--- src/rtl/mem_arbiter.sv ---
// Byte-wide RAM/IO bus arbiter: serialises 1/2/4-byte fetch and load/store
// accesses into byte cycles and assembles little-endian words.
module mem_arbiter #(
   parameter logic [31:0] IO_BASE = 32'h0003_0000
) (
   input  logic        clk_in,
   input  logic        rst_in,
   input  logic        rdy_in,
   input  logic        flush,
   input  logic        io_buffer_full,
   input  logic        if_req,
   input  logic [31:0] if_addr,
   output logic        if_done,
   output logic [31:0] if_data,
   input  logic        ls_req,
   input  logic        ls_wr,
   input  logic [1:0]  ls_len,
   input  logic [31:0] ls_addr,
   input  logic [31:0] ls_wdata,
   output logic        ls_done,
   output logic [31:0] ls_rdata,
   input  logic [7:0]  mem_din,
   output logic [7:0]  mem_dout,
   output logic [31:0] mem_a,
   output logic        mem_wr
);

   typedef enum logic [2:0] {S_IDLE, S_IF_RD, S_LS_RD, S_LS_WR, S_DONE} state_t;

   state_t      state_q, state_d;
   logic [2:0]  cnt_q, cnt_d;
   logic [2:0]  nbytes_q, nbytes_d;
   logic [31:0] addr_q, addr_d;
   logic [31:0] wdata_q, wdata_d;
   logic [31:0] data_q, data_d;
   logic        owner_ls_q, owner_ls_d;
   logic        last_ls_q, last_ls_d;
   logic        stall_q;

   logic        if_ok, ls_ok, grant_ls, grant_if;
   logic [2:0]  cnt_eff;
   logic [1:0]  byte_idx;
   logic        wr_d;

   // A read that was paused restarts from byte 0: the bytes already in
   // flight on the RAM port no longer match the counter.
   assign cnt_eff  = stall_q ? 3'd0 : cnt_q;
   assign byte_idx = cnt_eff[1:0] - 2'd1;

   assign if_data  = data_q;
   assign ls_rdata = data_q;

   always_comb begin
      state_d    = state_q;
      cnt_d      = cnt_q;
      nbytes_d   = nbytes_q;
      addr_d     = addr_q;
      wdata_d    = wdata_q;
      data_d     = data_q;
      owner_ls_d = owner_ls_q;
      last_ls_d  = last_ls_q;
      if_done    = 1'b0;
      ls_done    = 1'b0;
      mem_a      = '0;
      mem_dout   = '0;
      wr_d       = 1'b0;
      if_ok      = if_req && !flush;
      ls_ok      = ls_req && !(ls_wr && (ls_addr >= IO_BASE) && io_buffer_full);
      grant_ls   = ls_ok && (!if_ok || !last_ls_q);
      grant_if   = if_ok && !grant_ls;

      case (state_q)
         S_IDLE: begin
            if (grant_ls) begin
               owner_ls_d = 1'b1;
               last_ls_d  = 1'b1;
               addr_d     = ls_addr;
               wdata_d    = ls_wdata;
               nbytes_d   = (ls_len == 2'd0) ? 3'd1 : (ls_len == 2'd1) ? 3'd2 : 3'd4;
               cnt_d      = '0;
               data_d     = '0;
               state_d    = ls_wr ? S_LS_WR : S_LS_RD;
            end else if (grant_if) begin
               owner_ls_d = 1'b0;
               last_ls_d  = 1'b0;
               addr_d     = if_addr;
               nbytes_d   = 3'd4;
               cnt_d      = '0;
               data_d     = '0;
               state_d    = S_IF_RD;
            end
         end
         S_IF_RD, S_LS_RD: begin
            if (stall_q)
               data_d = '0;
            if (cnt_eff < nbytes_q)
               mem_a = addr_q + {29'd0, cnt_eff};
            if (cnt_eff != 3'd0)
               data_d[{byte_idx, 3'b000} +: 8] = mem_din;
            cnt_d = cnt_eff + 3'd1;
            if (cnt_eff == nbytes_q) begin
               cnt_d   = '0;
               state_d = S_DONE;
            end
            if (state_q == S_IF_RD && flush) begin
               cnt_d   = '0;
               state_d = S_IDLE;
            end
         end
         S_LS_WR: begin
            mem_a    = addr_q + {29'd0, cnt_q};
            mem_dout = wdata_q[{cnt_q[1:0], 3'b000} +: 8];
            wr_d     = 1'b1;
            cnt_d    = cnt_q + 3'd1;
            if (cnt_q == nbytes_q - 3'd1) begin
               cnt_d   = '0;
               state_d = S_DONE;
            end
         end
         S_DONE: begin
            if_done = !owner_ls_q;
            ls_done = owner_ls_q;
            state_d = S_IDLE;
         end
         default: state_d = S_IDLE;
      endcase

      if (!rdy_in) begin
         if_done = 1'b0;
         ls_done = 1'b0;
      end
   end

   assign mem_wr = wr_d && rdy_in;

   always_ff @(posedge clk_in or posedge rst_in) begin
      if (rst_in) begin
         state_q    <= S_IDLE;
         cnt_q      <= '0;
         nbytes_q   <= '0;
         addr_q     <= '0;
         wdata_q    <= '0;
         data_q     <= '0;
         owner_ls_q <= 1'b0;
         last_ls_q  <= 1'b0;
         stall_q    <= 1'b0;
      end else begin
         stall_q <= !rdy_in;
         if (rdy_in) begin
            state_q    <= state_d;
            cnt_q      <= cnt_d;
            nbytes_q   <= nbytes_d;
            addr_q     <= addr_d;
            wdata_q    <= wdata_d;
            data_q     <= data_d;
            owner_ls_q <= owner_ls_d;
            last_ls_q  <= last_ls_d;
         end
      end
   end

endmodule

--- config.mk ---
export PLATFORM = sky130hd
export DESIGN_NAME = mem_arbiter
export DESIGN_NICKNAME = d
export VERILOG_FILES = /design/src/rtl/mem_arbiter.sv
export SDC_FILE = /design/constraint.sdc
export NUM_CORES = 1
export LEC_CHECK = 0
export ABC_AREA = 1
export BUFFER_PORTS_ARGS = -buffer_cell sky130_fd_sc_hd__buf_4
export CAP_MARGIN = 25
export CORE_ASPECT_RATIO = 1.1
export CORE_MARGIN = 1
export CORE_UTILIZATION = 45
export DETAILED_ROUTE_END_ITERATION = 10
export PLACE_DENSITY = 0.81
export SLEW_MARGIN = 20
export SYNTH_ARGS = -nofsm -noshare
export SYNTH_HDL_FRONTEND = slang
export SYNTH_SLANG_ARGS = --single-unit
export TNS_END_PERCENT = 1
--- constraint.sdc ---
create_clock -name clk_in -period 3.7 [get_ports clk_in]
set_input_delay 0.37 -clock clk_in [delete_from_list [all_inputs] [get_ports clk_in]]
set_output_delay 0.37 -clock clk_in [all_outputs]
set_load 0.005 [all_outputs]
---- Yosys cells after proc, flatten, opt, wreduce, memory -nomap -nowiden ----
Index checks and enable logic that the tools add are counted.
storage, ports and cells
  bits in registers ....................... 107
  bits in latches ......................... 0
  memory bits (writable) .................. 0
  ROM bits ................................ 0
  input bits .............................. 114
  output and inout bits ................... 107
  logic and storage cells ................. 94
  memories kept ........................... 0
cells by class
  add/sub/neg operators ................... 7
  $mul .................................... 0
  div/mod/pow operators ................... 0
  order comparisons ....................... 2
  eq/ne operators ......................... 10
  shifts and indexed selects .............. 3
  muxes and demuxes ....................... 37
  bitwise gates (word level) .............. 0
  reduce and logical (&&, ||, !) cells .... 27
operators with widths
  kind                                                                  number
  two-way mux 32 bit                                                    8
  case mux 32 bit (2 select lines)                                      2
  adder 32 x 3 -> 32 bit                                                2
  two-way mux 3 bit                                                     15
  bitwise mux 32 bit                                                    1
  greater-or-equal comparator 32 x 18 -> 1 bit (second input constant)  1
  variable shift 8 x 7 -> 32 bit (first input constant)                 1
  indexed part select 32 x 6 -> 8 bit                                   1
  indexed part select 8 x 7 -> 32 bit                                   1
  case mux 3 bit (3 select lines)                                       2
  AND reduction 3 bit                                                   4
  logical AND 1 bit                                                     8
  two-way mux 1 bit                                                     8
  two-way mux 8 bit                                                     1
  negation 5 -> 7 bit                                                   1
  adder 3 x 1 -> 3 bit (second input constant)                          2
  == test 3 x 2 -> 1 bit (second input constant)                        2
  == test 3 bit                                                         2
  zero test 1 bit                                                       6
  != test 3 bit (second input constant)                                 2
  nonzero test 3 bit                                                    2
  AND reduction 4 bit                                                   1
  nonzero test 2 bit                                                    2
  == test 3 x 1 -> 1 bit (second input constant)                        1
  10 further kinds                                                      10

---- Depth between registers and ports, before layout ----
Gate-level depths: netlist of the first run.
  word-level depth ........................ 11
  gate-level depth with buffers ........... 17

---- Worst setup path before layout of the first run ----
Ideal clock, no wire load.
  path type ............................... flip-flop to output port
  start ................................... register stall_q
  end ..................................... output port mem_a[26]
  data arrival time ....................... 2475 ps
  data required time ...................... 3330 ps
  slack ................................... 855 ps
  stages on the path, launching flop included .. 18
  path buffers ............................ 2
  cell sequence ........................... dfrtp_1 > inv_2 > buf_6 > nand2_4 > buf_2 > inv_1 > ha_1 > inv_1 > fa_1 > nor2_1 > o21ai_0 > nor2_1 > nand2_1 > inv_1 > nand2_1 > nand2_1 > nand3_1 > nand2_1
between the ends
  cells in the longest elaborated chain, start to end .. 4
ends and longest elaborated chain
  element                                                               RTL line  text
  from (decl)                                                           38        logic stall_q;
  from (signal assigned)                                                148       stall_q <= !rdy_in;
  two-way mux 3 bit *                                                   47        assign cnt_eff = stall_q ? 3'd0 : cnt_q;
  adder 32 x 3 -> 32 bit or less-than comparator 3 bit (tied branches)  97, 96
  two-way mux 32 bit *                                                  96        if (cnt_eff < nbytes_q)
  case mux 32 bit (2 select lines) *                                    72        case (state_q)
  to (decl)                                                             24        output logic [31:0] mem_a,
Mark *: on every way between the ends. The rest lies on a longest branch, timed or not.

---- Worst setup path in the final report of the first run ----
  start ................................... register stall_q
  end ..................................... output port mem_a[18]
The elaborated chain is that of the path after synthesis.

==> qor.yml, run 1 <==
status: "finished, final reports clean"
gp_congestion: 0.9267
drive_gt1_share_pct: 19.50
crit_fanout: 14
whs_ps: 46.22
core_mm2: 0.01780
startpoint: "stall_q"
seq_area_mm2: 0.002678
drc: 0
finalPower_mw: 5.904
synth_top_area_share_pct: 32.48
clk_latency_ps: 370
htreeDepth: 3
rr_startpoint: "state_q[0]"
place_ws_ps: 468.9
hp-class: "in2async"
path_class: "reg2out"
track_usage_pct: 27.95
cap_violations: 0
hpwlAfterDp_um: 19470
drtIter0Drc: 803
grt_max_degree: 69
synth_top_area_cell: "dfrtp_1"
arrival_ps: 3080
final_core_util_pct: 56.75
yosysSeqAreaShare_pct: 32.48
start_util_pct: 46.31
fillers: 1781
hold_buffers: 0
drtAntennaViolNets: 0
finalNonFillerCells: 1710
drt_wl_total_um: 25940
cts_sinks: 107
ys_warn_count: 0
cts_root_buffer: "clkbuf_16"
dieArea_mm2: 0.01887
min_period_over_period_pct: 93.35
period_minus_slack_ps: 3454
ys_seq_elements: 107
clock_skew_ps: 11.48
setup_ws_ps: 246.0
via_count: 9243
dp.cells: 1693
syn_area_per_cell_um2: 6.293
rsz0062_at_grt: "no"
hold_violations: 0
syn_to_final_growth_pct: 22.55
syn_nets: 1443
nets: 1600
critPathLaunchType: "flip-flop"
port-buffer-count: 220
multi_input_area_mm2: 0.004609
slew_viol_final: 0
n_antenna_cell: 0
ff2ff_setup_slack_ps: 860
path_clk_slew_ps: 80
rows: 51
fp.dieW_um: 131.1
final_cell_area_mm2: 0.01010
place_area_mm2: 0.009779
ioPinCount: 221
synth_cell_types: 35
tightest_slew_ps: 901.3
first_pass_iters: 7
worstSetupEndpointType: "primary output"
grt_pass1_vias: 8396
avgViaCountPerCell: 5.405
gr-total-overflow: 0
die_h_um: 144.0
synth_cells: 1310
cts_buffers: 9
grt_pass1_wl_um: 41160
crit_required_ps: 3330
antenna_found_initial: 0
synth.area.top_cells: "dfrtp_1 32%, nand2_1 21%, nand3_1 6.6%"
tns_ps: 0
p_per_area_mw_per_mm2: 584.3
synth_area_mm2: 0.008244
slew_headroom_pct: 39.54
clockBufferDepth: 2
peakVddDrop_uv: 288.0
leakagePower_nw: 5.308
setup_viol: 0
fmax_mhz: 289.5
cts_tree: "done"
routedWlPerCell_um: 15.17
cells in the final DEF, fill, tap and decap left out, types with 17 or more instances in the layout:
cell,n
dfrtp_1,107
nand2_1,468
ha_1,17
buf_4,235
nand3_1,108
nand4_1,42
o21ai_1,21
a21oi_1,47
inv_1,108
o21ai_0,94
nor2_1,132
final cells by class:
type | count | area share, %
Inverter | 118 | 4.458
Multi-Input combinational cell | 996 | 45.62
Clock buffer | 10 | 2.365
Tap cell | 238 | 2.947
Sequential cell | 107 | 26.50
Timing Repair Buffer | 235 | 17.46
Clock inverter | 6 | 0.6440
routing by layer:
layer | wire [um] | global-route usage (%) | vias to the layer above
li1 | - | - | 4497
met1 | 10990 | 37.09 | 4260
met2 | 12310 | 46.42 | 435
met3 | 1891 | 3.090 | 51
met4 | 750 | 10.71 | 0
met5 | 0 | 0 | -
sequential cells by signal, summed over array words and instances (netlist names):
| signal | cells |
|---|---|
| last_ls_q | 1 |
| wdata_q | 32 |
| state_q | 3 |
| nbytes_q | 3 |
| cnt_q | 3 |
| stall_q | 1 |
| addr_q | 32 |
| if_data | 32 |
where the power goes:
| part | internal (mW) | total [mW] | switching (mW) | leakage (nW) |
|---|---|---|---|---|
| clock network | 0.496 | 0.995 | 0.499 | 0.150 |
| logic | 1.04 | 2.95 | 1.91 | 3.77 |
| registers | 1.56 | 1.96 | 0.393 | 1.38 |
final timing paths:
path | end | cells past startpoint
setup / recovery | mem_a[18] | 16
max in group asynchronous | wdata_q[24] | 3
hold reg to reg | wdata_q[31] | 2
hold / removal | addr_q[8] | 2
min in group clk_in | wdata_q[26] | 3
setup reg to reg | nbytes_q[1] | 9
Yosys cell counts, drive strengths merged:
cell and n:
a31oi 9, a22o 1, dfrtp 107, ha 17, clkbuf 18, o21ai 115, a21boi 1, o311ai 1
xnor2 1, nor2 146, nor3 12, fa 2, nand2 475, buf 71, o211ai 1, a21oi 49
inv 117, nand4 42, o22ai 6, xor2 8, nand3 110, clkinv 1
worst max-delay path, stage by stage (launching register included):
cell and delay [ps]:
dfrtp_1 480, clkinv_4 160, nand2_4 60, inv_1 130, ha_1 190, inv_1 50, fa_1 400, nor2_1 220
nor2_1 80, nor2_1 140, nand3_1 200, nor2_2 230, nand2_1 70, nand2_1 70, nand3_1 60, nand2_1 80
buf_4 100
cells by family after synthesis:
| family | share of synthesized area, % |
|---|---|
| XOR/XNOR | 0.9562 |
| AO/OA/AOI/OAI | 11.53 |
| AND/OR/NAND/NOR | 40.04 |
| adder cells (fa/ha/maj) | 3.066 |
| buffers and inverters | 11.93 |
| flip-flops | 32.48 |
repair_timing:
| item | in CTS | in global routing |
|---|---|---|
| gates resized for setup | 0 | 7 |
| setup endpoints to repair | 0 | 9 |
| setup buffers | 0 | 1 |
Power figures use the tool's default switching activity.
==> run 2, diff against run 1 <==
--- a/config.mk
+++ b/config.mk
@@ -9,7 +9,7 @@
 export BUFFER_PORTS_ARGS = -buffer_cell sky130_fd_sc_hd__buf_4
 export CAP_MARGIN = 25
 export CORE_ASPECT_RATIO = 1.1
-export CORE_MARGIN = 1
+export CORE_MARGIN = 2
 export CORE_UTILIZATION = 45
 export DETAILED_ROUTE_END_ITERATION = 10
 export PLACE_DENSITY = 0.81
==> qor.yml, run 2 (synthesis gave the netlist of run 1 again) <==
port-buffer-count: 220  # unchanged
place_ws_ps: 485.5  # +16.67 ps
dieArea_mm2: 0.01942  # +2.9%
rows: 51  # unchanged
gp_congestion: 0.9478  # +2.3%
period_minus_slack_ps: 3436  # -18.01 ps
grt_max_degree: 69  # unchanged
drt_wl_total_um: 25700  # -0.94%
min_period_over_period_pct: 92.87  # -0.49 points
p_int_mw: 3.167  # +2.1%
cts_resized: 0  # unchanged
p_sw_share_pct: 46.45  # -0.99 points
cts_sinks: 107  # unchanged
routedWlPerCell_um: 15.02  # -1.0%
layout_common_cells: "468 x nand2_1, 234 x buf_4, 132 x nor2_1"
setup_viol: 0  # unchanged
whs_ps: 201.2  # +154.9 ps
tightest_slew_ps: 854.3  # -47.04 ps
clockBufferDepth: 2  # unchanged
pwr-share-clk_pct: 17.3  # +0.4 points
path_clk_slew_ps: 80  # about the same
rsz0062_at_grt: "no"
drive_gt1_share_pct: 19.50  # unchanged
start_util_pct: 46.31  # unchanged
avgViaCountPerCell: 5.297  # -2.0%
peakVddDrop_uv: 271.4  # -5.7%
clk_latency_ps: 360  # about the same
tns_ps: 0  # unchanged
fp.dieW_um: 133.1  # +1.5%
status: "finished, final reports clean"
cts_root_buffer: "clkbuf_16"
antenna_found_initial: 1  # +1
hp-class: "in2async"
drtAntennaViolNets: 0  # unchanged
grt_pass1_wl_um: 41150  # about the same
leakagePower_nw: 5.309  # about the same
die_h_um: 146.0  # +1.4%
htreeDepth: 3  # unchanged
track_usage_pct: 26.14  # -1.8 points
layout_commonest_cell: "nand2_1"
nets: 1600  # unchanged
crit_required_ps: 3330  # about the same
slew_viol_final: 0  # unchanged
via_count: 9064  # -1.9%
slew_headroom_pct: 43.05  # +3.5 points
cts_buffers: 9  # unchanged
setup_ws_ps: 264.0  # +18.01 ps
cap_violations: 0  # unchanged
drtIter0Drc: 822  # +2.4%
hold_violations: 0  # unchanged
power_frac_comb_pct: 49.9  # about the same
grt_pass1_vias: 8320  # -0.91%
first_pass_iters: 8  # +1
fmax_mhz: 291.0  # +0.52%
p_switching_mw: 2.748  # -1.9%
power_frac_seq_pct: 32.8  # -0.3 points
drc: 0  # unchanged
gr-total-overflow: 0  # unchanged
hpwlAfterDp_um: 19180  # -1.5%
p_per_area_mw_per_mm2: 584.1  # about the same
cts_tree: "done"
core_mm2: 0.01780  # unchanged
arrival_ps: 3070  # about the same
ioPinCount: 221  # unchanged
hold_buffers: 0  # unchanged
path_class: "reg2out"
clock_skew_ps: 11.98  # +0.5013 ps
syn_to_final_growth_pct: 22.83
worstSetupEndpointType: "primary output"
crit_fanout: 12  # -2
critPathLaunchType: "flip-flop"
cts_setup_buffers: 0  # unchanged
==> run 2: stage by stage <==
stage	power, mW	instances	instance area, um2	utilization, %
5_1_grt	6.394	1710	10120	56.86
3_3_place_gp	4.803	1694	9799	55.04
2_1_floorplan	3.794	1310	8244	-
4_1_cts	5.897	1710	10110	56.78
3_5_place_dp	4.862	1694	9799	55.04
6_report	5.915	1711	10130	56.88
==> run 2: cell type report <==
cell class                 count  area [um2]
fill                        1734        7677
multi-input combinational    996        4614
sequential                   107        2678
timing repair buffer         235        1777
inverter                     118       447.9
tap                          238       297.8
clock buffer                  11       242.7
clock inverter                 5       66.31
antenna                        1       2.502
==> run 2: path summary, 6_finish.rpt <==
| kind | from | endpoint | slack (ps) | cells after the start |
|---|---|---|---|---|
| max | stall_q | mem_a[24] | 260 | 15 |
| min | rst_in | if_data[16] | 200 | 2 |
| max reg2reg | state_q[0] | nbytes_q[1] | 1010 | 9 |
| min reg2reg | wdata_q[27] | wdata_q[27] | 470 | 2 |
| max in group asynchronous | rst_in | wdata_q[6] | 2660 | 3 |
| min in group clk_in | ls_wdata[1] | wdata_q[1] | 230 | 3 |
==> run 2: worst max-delay path, cell delays in order (launching register included) <==
cell and delay [ps]:
dfrtp_1 480, inv_4 180, nand2_4 60, inv_1 140
ha_1 200, inv_1 60, fa_1 390, nor2_1 190
nor2_1 70, nor2_1 150, nand3_2 160, nor2_2 190
nand3_1 90, nand3_1 70, o21ai_0 110, buf_4 150
==> run 2: power groups by stage <==
stage / registers (mW) / logic [mW] / clock network (mW)
after floorplan: 1.83 / 1.96 / 0
after global placement: 1.94 / 2.87 / 0
after detailed placement: 1.94 / 2.92 / 0
after CTS: 1.93 / 2.93 / 1.04
after global routing: 2.00 / 3.33 / 1.07
final: 1.94 / 2.95 / 1.02
==> run 2: layer usage <==
metal / part of all wire [%] / up-vias / global-route usage, %
li1: - / 4497 / -
met1: 42 / 4095 / 34.70
met2: 48 / 431 / 43.52
met3: 8.1 / 41 / 3.692
met4: 2.3 / 0 / 9.355
met5: 0 / - / 0
